==> src/rtl/dcache_direct_wb.sv <==
// Direct-mapped, write-back, write-allocate data cache sitting between the MEM stage
// and a line-granular backing memory. Misses evict, fill, then retry as a normal hit.
module dcache_direct_wb #(
    parameter int NUM_SETS   = 16,
    parameter int LINE_BYTES = 16
) (
    input  logic         clk,
    input  logic         reset,
    input  logic         is_input_valid,
    input  logic [31:0]  addr,
    input  logic         mem_rw,
    input  logic [31:0]  din,
    output logic         is_ready,
    output logic         is_output_valid,
    output logic [31:0]  dout,
    output logic         is_hit,
    output logic         mem_req_valid,
    output logic         mem_req_write,
    output logic [31:0]  mem_req_addr,
    output logic [127:0] mem_req_data,
    input  logic         mem_req_ready,
    input  logic         mem_resp_valid,
    input  logic [127:0] mem_resp_data,
    output logic [31:0]  num_hits,
    output logic [31:0]  num_accesses
);

    localparam int OFF_W = $clog2(LINE_BYTES);
    localparam int IDX_W = $clog2(NUM_SETS);
    localparam int TAG_W = 32 - OFF_W - IDX_W;
    localparam int WORDS = 4;

    typedef enum logic [1:0] {
        S_IDLE,
        S_WRITEBACK,
        S_ALLOCATE,
        S_WAIT_FILL
    } state_t;

    state_t              state_q, state_d;
    logic [NUM_SETS-1:0] valid_q, valid_d;
    logic [NUM_SETS-1:0] dirty_q, dirty_d;
    logic [31:0]         num_hits_q, num_hits_d;
    logic [31:0]         num_accesses_q, num_accesses_d;

    logic [TAG_W-1:0]    tag_q  [NUM_SETS];
    logic [127:0]        data_q [NUM_SETS];

    logic [1:0]          req_word;
    logic [IDX_W-1:0]    req_index;
    logic [TAG_W-1:0]    req_tag;
    logic [TAG_W-1:0]    line_tag;
    logic [127:0]        line_data;
    logic [127:0]        store_line;
    logic [31:0]         hit_word;
    logic                lookup_hit;
    logic                victim_dirty;
    logic                addr_unused;

    logic                line_we;
    logic                tag_we;
    logic [127:0]        line_wdata;

    assign req_word    = addr[3:2];
    assign req_index   = addr[OFF_W +: IDX_W];
    assign req_tag     = addr[31 -: TAG_W];
    assign addr_unused = ^addr[1:0];

    // Tag/data arrays are read asynchronously: the lookup must resolve in the request cycle.
    assign line_tag     = tag_q[req_index];
    assign line_data    = data_q[req_index];
    assign hit_word     = line_data[{req_word, 5'b0} +: 32];
    assign lookup_hit   = is_input_valid & valid_q[req_index] & (line_tag == req_tag);
    assign victim_dirty = valid_q[req_index] & dirty_q[req_index];

    genvar gi;
    generate
        for (gi = 0; gi < WORDS; gi++) begin : g_store_merge
            assign store_line[32*gi +: 32] = (req_word == 2'(gi)) ? din
                                                                 : line_data[32*gi +: 32];
        end
    endgenerate

    always_comb begin
        state_d         = state_q;
        valid_d         = valid_q;
        dirty_d         = dirty_q;
        num_hits_d      = num_hits_q;
        num_accesses_d  = num_accesses_q;
        line_we         = 1'b0;
        tag_we          = 1'b0;
        line_wdata      = store_line;
        is_ready        = 1'b0;
        is_output_valid = 1'b0;
        is_hit          = 1'b0;
        dout            = '0;
        mem_req_valid   = 1'b0;
        mem_req_write   = 1'b0;
        mem_req_addr    = '0;
        mem_req_data    = '0;

        case (state_q)
            S_IDLE: begin
                is_ready = 1'b1;
                if (lookup_hit) begin
                    is_output_valid = 1'b1;
                    is_hit          = 1'b1;
                    dout            = hit_word;
                    num_hits_d      = num_hits_q + 32'd1;
                    num_accesses_d  = num_accesses_q + 32'd1;
                    if (mem_rw) begin
                        line_we            = 1'b1;
                        dirty_d[req_index] = 1'b1;
                    end
                end else if (is_input_valid) begin
                    state_d = victim_dirty ? S_WRITEBACK : S_ALLOCATE;
                end
            end

            S_WRITEBACK: begin
                mem_req_valid = 1'b1;
                mem_req_write = 1'b1;
                mem_req_addr  = {line_tag, req_index, {OFF_W{1'b0}}};
                mem_req_data  = line_data;
                if (mem_req_ready) begin
                    dirty_d[req_index] = 1'b0;
                    state_d            = S_ALLOCATE;
                end
            end

            S_ALLOCATE: begin
                mem_req_valid = 1'b1;
                mem_req_addr  = {req_tag, req_index, {OFF_W{1'b0}}};
                if (mem_req_ready) begin
                    state_d = S_WAIT_FILL;
                end
            end

            S_WAIT_FILL: begin
                if (mem_resp_valid) begin
                    line_we            = 1'b1;
                    tag_we             = 1'b1;
                    line_wdata         = mem_resp_data;
                    valid_d[req_index] = 1'b1;
                    dirty_d[req_index] = 1'b0;
                    state_d            = S_IDLE;
                end
            end

            default: state_d = S_IDLE;
        endcase
    end

    always_ff @(posedge clk) begin
        if (reset) begin
            state_q        <= S_IDLE;
            valid_q        <= '0;
            dirty_q        <= '0;
            num_hits_q     <= '0;
            num_accesses_q <= '0;
        end else begin
            state_q        <= state_d;
            valid_q        <= valid_d;
            dirty_q        <= dirty_d;
            num_hits_q     <= num_hits_d;
            num_accesses_q <= num_accesses_d;
        end
    end

    // Array contents need no reset; the valid bits alone decide what is live.
    always_ff @(posedge clk) begin
        if (!reset && line_we) begin
            data_q[req_index] <= line_wdata;
        end
        if (!reset && tag_we) begin
            tag_q[req_index] <= req_tag;
        end
    end

    assign num_hits     = num_hits_q;
    assign num_accesses = num_accesses_q;

endmodule

==> config.mk <==
export PLATFORM = sky130hd
export DESIGN_NAME = dcache_direct_wb
export DESIGN_NICKNAME = d
export VERILOG_FILES = /design/src/rtl/dcache_direct_wb.sv
export SDC_FILE = /design/constraint.sdc
export NUM_CORES = 2
export LEC_CHECK = 0
export BUFFER_PORTS_ARGS = -buffer_cell sky130_fd_sc_hd__buf_2
export CAP_MARGIN = 20
export CORE_ASPECT_RATIO = 1.75
export CORE_UTILIZATION = 40
export CTS_BUF_LIST = sky130_fd_sc_hd__clkbuf_4
export DETAILED_ROUTE_END_ITERATION = 12
export PLACE_DENSITY = 0.67
export SLEW_MARGIN = 10
export SYNTH_ARGS = -nofsm -noshare
export SYNTH_HDL_FRONTEND = slang
export SYNTH_SLANG_ARGS = --single-unit
==> constraint.sdc <==
create_clock -name clk -period 37.1 [get_ports clk]
set_input_delay 11.13 -clock clk [delete_from_list [all_inputs] [get_ports clk]]
set_output_delay 11.13 -clock clk [all_outputs]
set_load 0.1 [all_outputs]
==> flow_summary.json <==
{
  "status": "finished clean",
  "synth_area_per_cell_sq_um": 20.3,
  "cts_tree": "done",
  "viasPerCell": 5.83,
  "dpl-instance-area_sq_mm": 0.110,
  "startpoint_type": "primary input",
  "synth_ff_type": "edfxtp_1",
  "start_util_pct": 40.3,
  "path_max_fanout": 77,
  "end_kind": "primary output",
  "synthCells": 5049,
  "port_buffers": 452,
  "cts_made_buffers": 578,
  "worstPathRequired_ps": 25970,
  "ys_ff_latch": 2530,
  "p_per_area_mw_per_mm2": 53.5,
  "track_usage_pct": 22.3,
  "syn2layout_area_growth_pct": 14.0,
  "drt_iter0_drc": 6324,
  "grt_overflow_total": 0,
  "std_cell_rows": 245,
  "die_y_um": 672,
  "synth_area_leader_cell": "edfxtp_1",
  "timing.fmax_mhz": 35.8,
  "fin_hold_ws_ps": 475,
  "place_congestion": 0.869,
  "dp_hpwl_mm": 167,
  "drive_gt1_share_pct": 37.5,
  "fin_crit_ps": 27930,
  "die_w_um": 385,
  "antenna_found_initial": 54,
  "post_cts_buffers": 0,
  "vias": 57008,
  "wirelength_mm": 291,
  "drc": 0,
  "ir_drop_mv": 0.0666,
  "max_cap_violations": 0,
  "tns_ps": 0,
  "htreeDepth": 6,
  "max-slew-margin-rel_pct": 21.8,
  "max_slew.worst_pin.slew_ps": 1170,
  "cts_sinks": 2530,
  "ctsResizeCount": 0,
  "hold_path_class": "register to register",
  "grt_pass1_wl_mm": 411,
  "clock_path_buffers": 4,
  "firstDrtPassIters": 7,
  "finalClockSkew_ps": 186,
  "postRouteAntennaNets": 0,
  "cp_data_arrival_time_ps": 16800,
  "rsz0062_at_grt": "no",
  "grt_pass1_vias": 58570,
  "fin_area_sq_mm": 0.117,
  "yosysTopAreaCellShare_pct": 71.1,
  "seq_area_frac_synth_pct": 73.0,
  "leakage_nw": 38.9,
  "yosys-top-cells-area": "edfxtp_1, mux4_2, mux2i_1",
  "crit_type": "primary input to primary output",
  "io-pin-count": 459,
  "ys_async_sr_fraction_pct": 0,
  "ys_warn_count": 0,
  "setup_violations": 0,
  "period_share_pct": 75.3,
  "cts_root_buf": "clkbuf_4",
  "yosysUniqueCellTypes": 74,
  "grt_max_degree": 103,
  "routedWlPerCell_um": 29.8,
  "core_sq_mm": 0.255,
  "hold_violations": 0,
  "cts.clk_slew.worst_paths_ps": 60,
  "clk_latency_ps": 1300,
  "synth_edf_count": 2432,
  "syn_area_sq_mm": 0.103,
  "ctsHoldBuffers": 0,
  "design.die.area_sq_mm": 0.259,
  "drv_slew": 0,
  "nets": 6205
}
[cells by family after synthesis]
kind of cell    synth area share (%)
xor+xnor                       0.179
flops                           73.0
other cells                  0.00365
fa+ha+maj                     0.0852
compound gates                  1.95
mux                             19.3
buf+inv                         1.57
simple gates                    3.93
[power breakdown]
part | internal, mW | total, mW | switching [mW]
logic | 0.213 | 0.879 | 0.666
registers | 3.22 | 3.23 | 0.00272
clock network | 1.08 | 2.16 | 1.08
total | 4.52 | 6.27 | 1.75
[area by class of cell]
class	instances	area (sq um)
fillers	21663	138000
flip-flops and latches	2530	75000
multi-input cells	2162	26300
clock buffers	819	6150
repair buffers	681	4250
well taps	3334	4170
clock inverters	171	1000
inverters	47	184
diodes	30	75.1
[critical path, stage by stage]
cell and delay, ps:
buf_8 510, buf_4 690, and2_1 710, a22o_1 300, nor3_1 60, a2111o_1 420, a2111oi_2 320, and4b_1 330
nand4_4 440, inv_2 920, and2_1 270, buf_2 440
[Yosys cell counts (all sizes together) (5+ instances only)]
| cell | number |
|---|---|
| mux4 | 747 |
| ha | 7 |
| xnor2 | 8 |
| edfxtp | 2432 |
| dfxtp | 98 |
| mux2i | 232 |
| a22oi | 41 |
| a21boi | 8 |
| mux2 | 54 |
| a22o | 5 |
| nand4 | 30 |
| clkbuf | 194 |
| nor3 | 43 |
| xor2 | 13 |
| a21oi | 27 |
| buf | 119 |
| nor2b | 68 |
| nor4 | 23 |
| nand2 | 227 |
| o31ai | 14 |
| nand3 | 32 |
| nand2b | 28 |
| or4 | 21 |
| or3 | 8 |
| nor2 | 89 |
| and2 | 171 |
| o21ai | 158 |
| o211ai | 6 |
| a32oi | 6 |
| a211oi | 5 |
| and3 | 16 |
| o22ai | 25 |
| inv | 45 |
[cell usage in the layout, fill, tap and decap left out, drive strengths merged, types with 21 or more instances in the layout]
| master | count |
|---|---|
| dfxtp | 98 |
| o21ai | 158 |
| clkinv | 134 |
| a21oi | 27 |
| diode | 30 |
| nor4 | 23 |
| inv | 70 |
| nand3 | 32 |
| nand2b | 28 |
| a22oi | 41 |
| mux2i | 232 |
| edfxtp | 2432 |
| nor2 | 89 |
| nand4 | 30 |
| o22ai | 25 |
| nand2 | 227 |
| clkbuf | 820 |
| nor3 | 43 |
| mux2 | 54 |
| and2 | 171 |
| or4 | 21 |
| buf | 680 |
| nor2b | 68 |
| mux4 | 747 |
[state kept, by name, indices dropped and copies added (netlist names), named ones only]
name	count
num_hits	32
tag_q	384
state_q	2
num_accesses	32
data_q	2048
valid_q	16
[metal layers]
metal,global-route usage [%],vias up,wire length [um]
li1,-,23218,-
met1,28.0,29619,106000
met2,36.4,3418,142000
met3,5.69,715,30400
met4,9.53,38,12100
met5,0,-,245
[through the flow]
| step | util, % | instances | total power, mW | setup slack (ps) |
|---|---|---|---|---|
| 3_3_place_gp | 42.9 | 8703 | 4.14 | 9200 |
| 2_1_floorplan | - | 5052 | 3.89 | 10380 |
| 3_5_place_dp | 43.0 | 8738 | 4.16 | 9170 |
| 4_1_cts | 45.8 | 9728 | 6.31 | 9180 |
| 5_1_grt | 45.9 | 9749 | 6.48 | 9000 |
| 6_report | 45.9 | 9774 | 6.27 | 9170 |
[path summary, 6_finish.rpt]
| check | startpoint | endpoint | slack, ps | depth (start not counted) |
|---|---|---|---|---|
| setup / recovery | addr[5] | dout[12] | 9170 | 12 |
| hold / removal | register | register | 480 | 2 |
| setup reg to reg | tag_q[9][8] | data_q[12][21] | 30230 | 13 |
| hold reg to reg | register | register | 480 | 2 |
(Power assumes the default switching activity.)
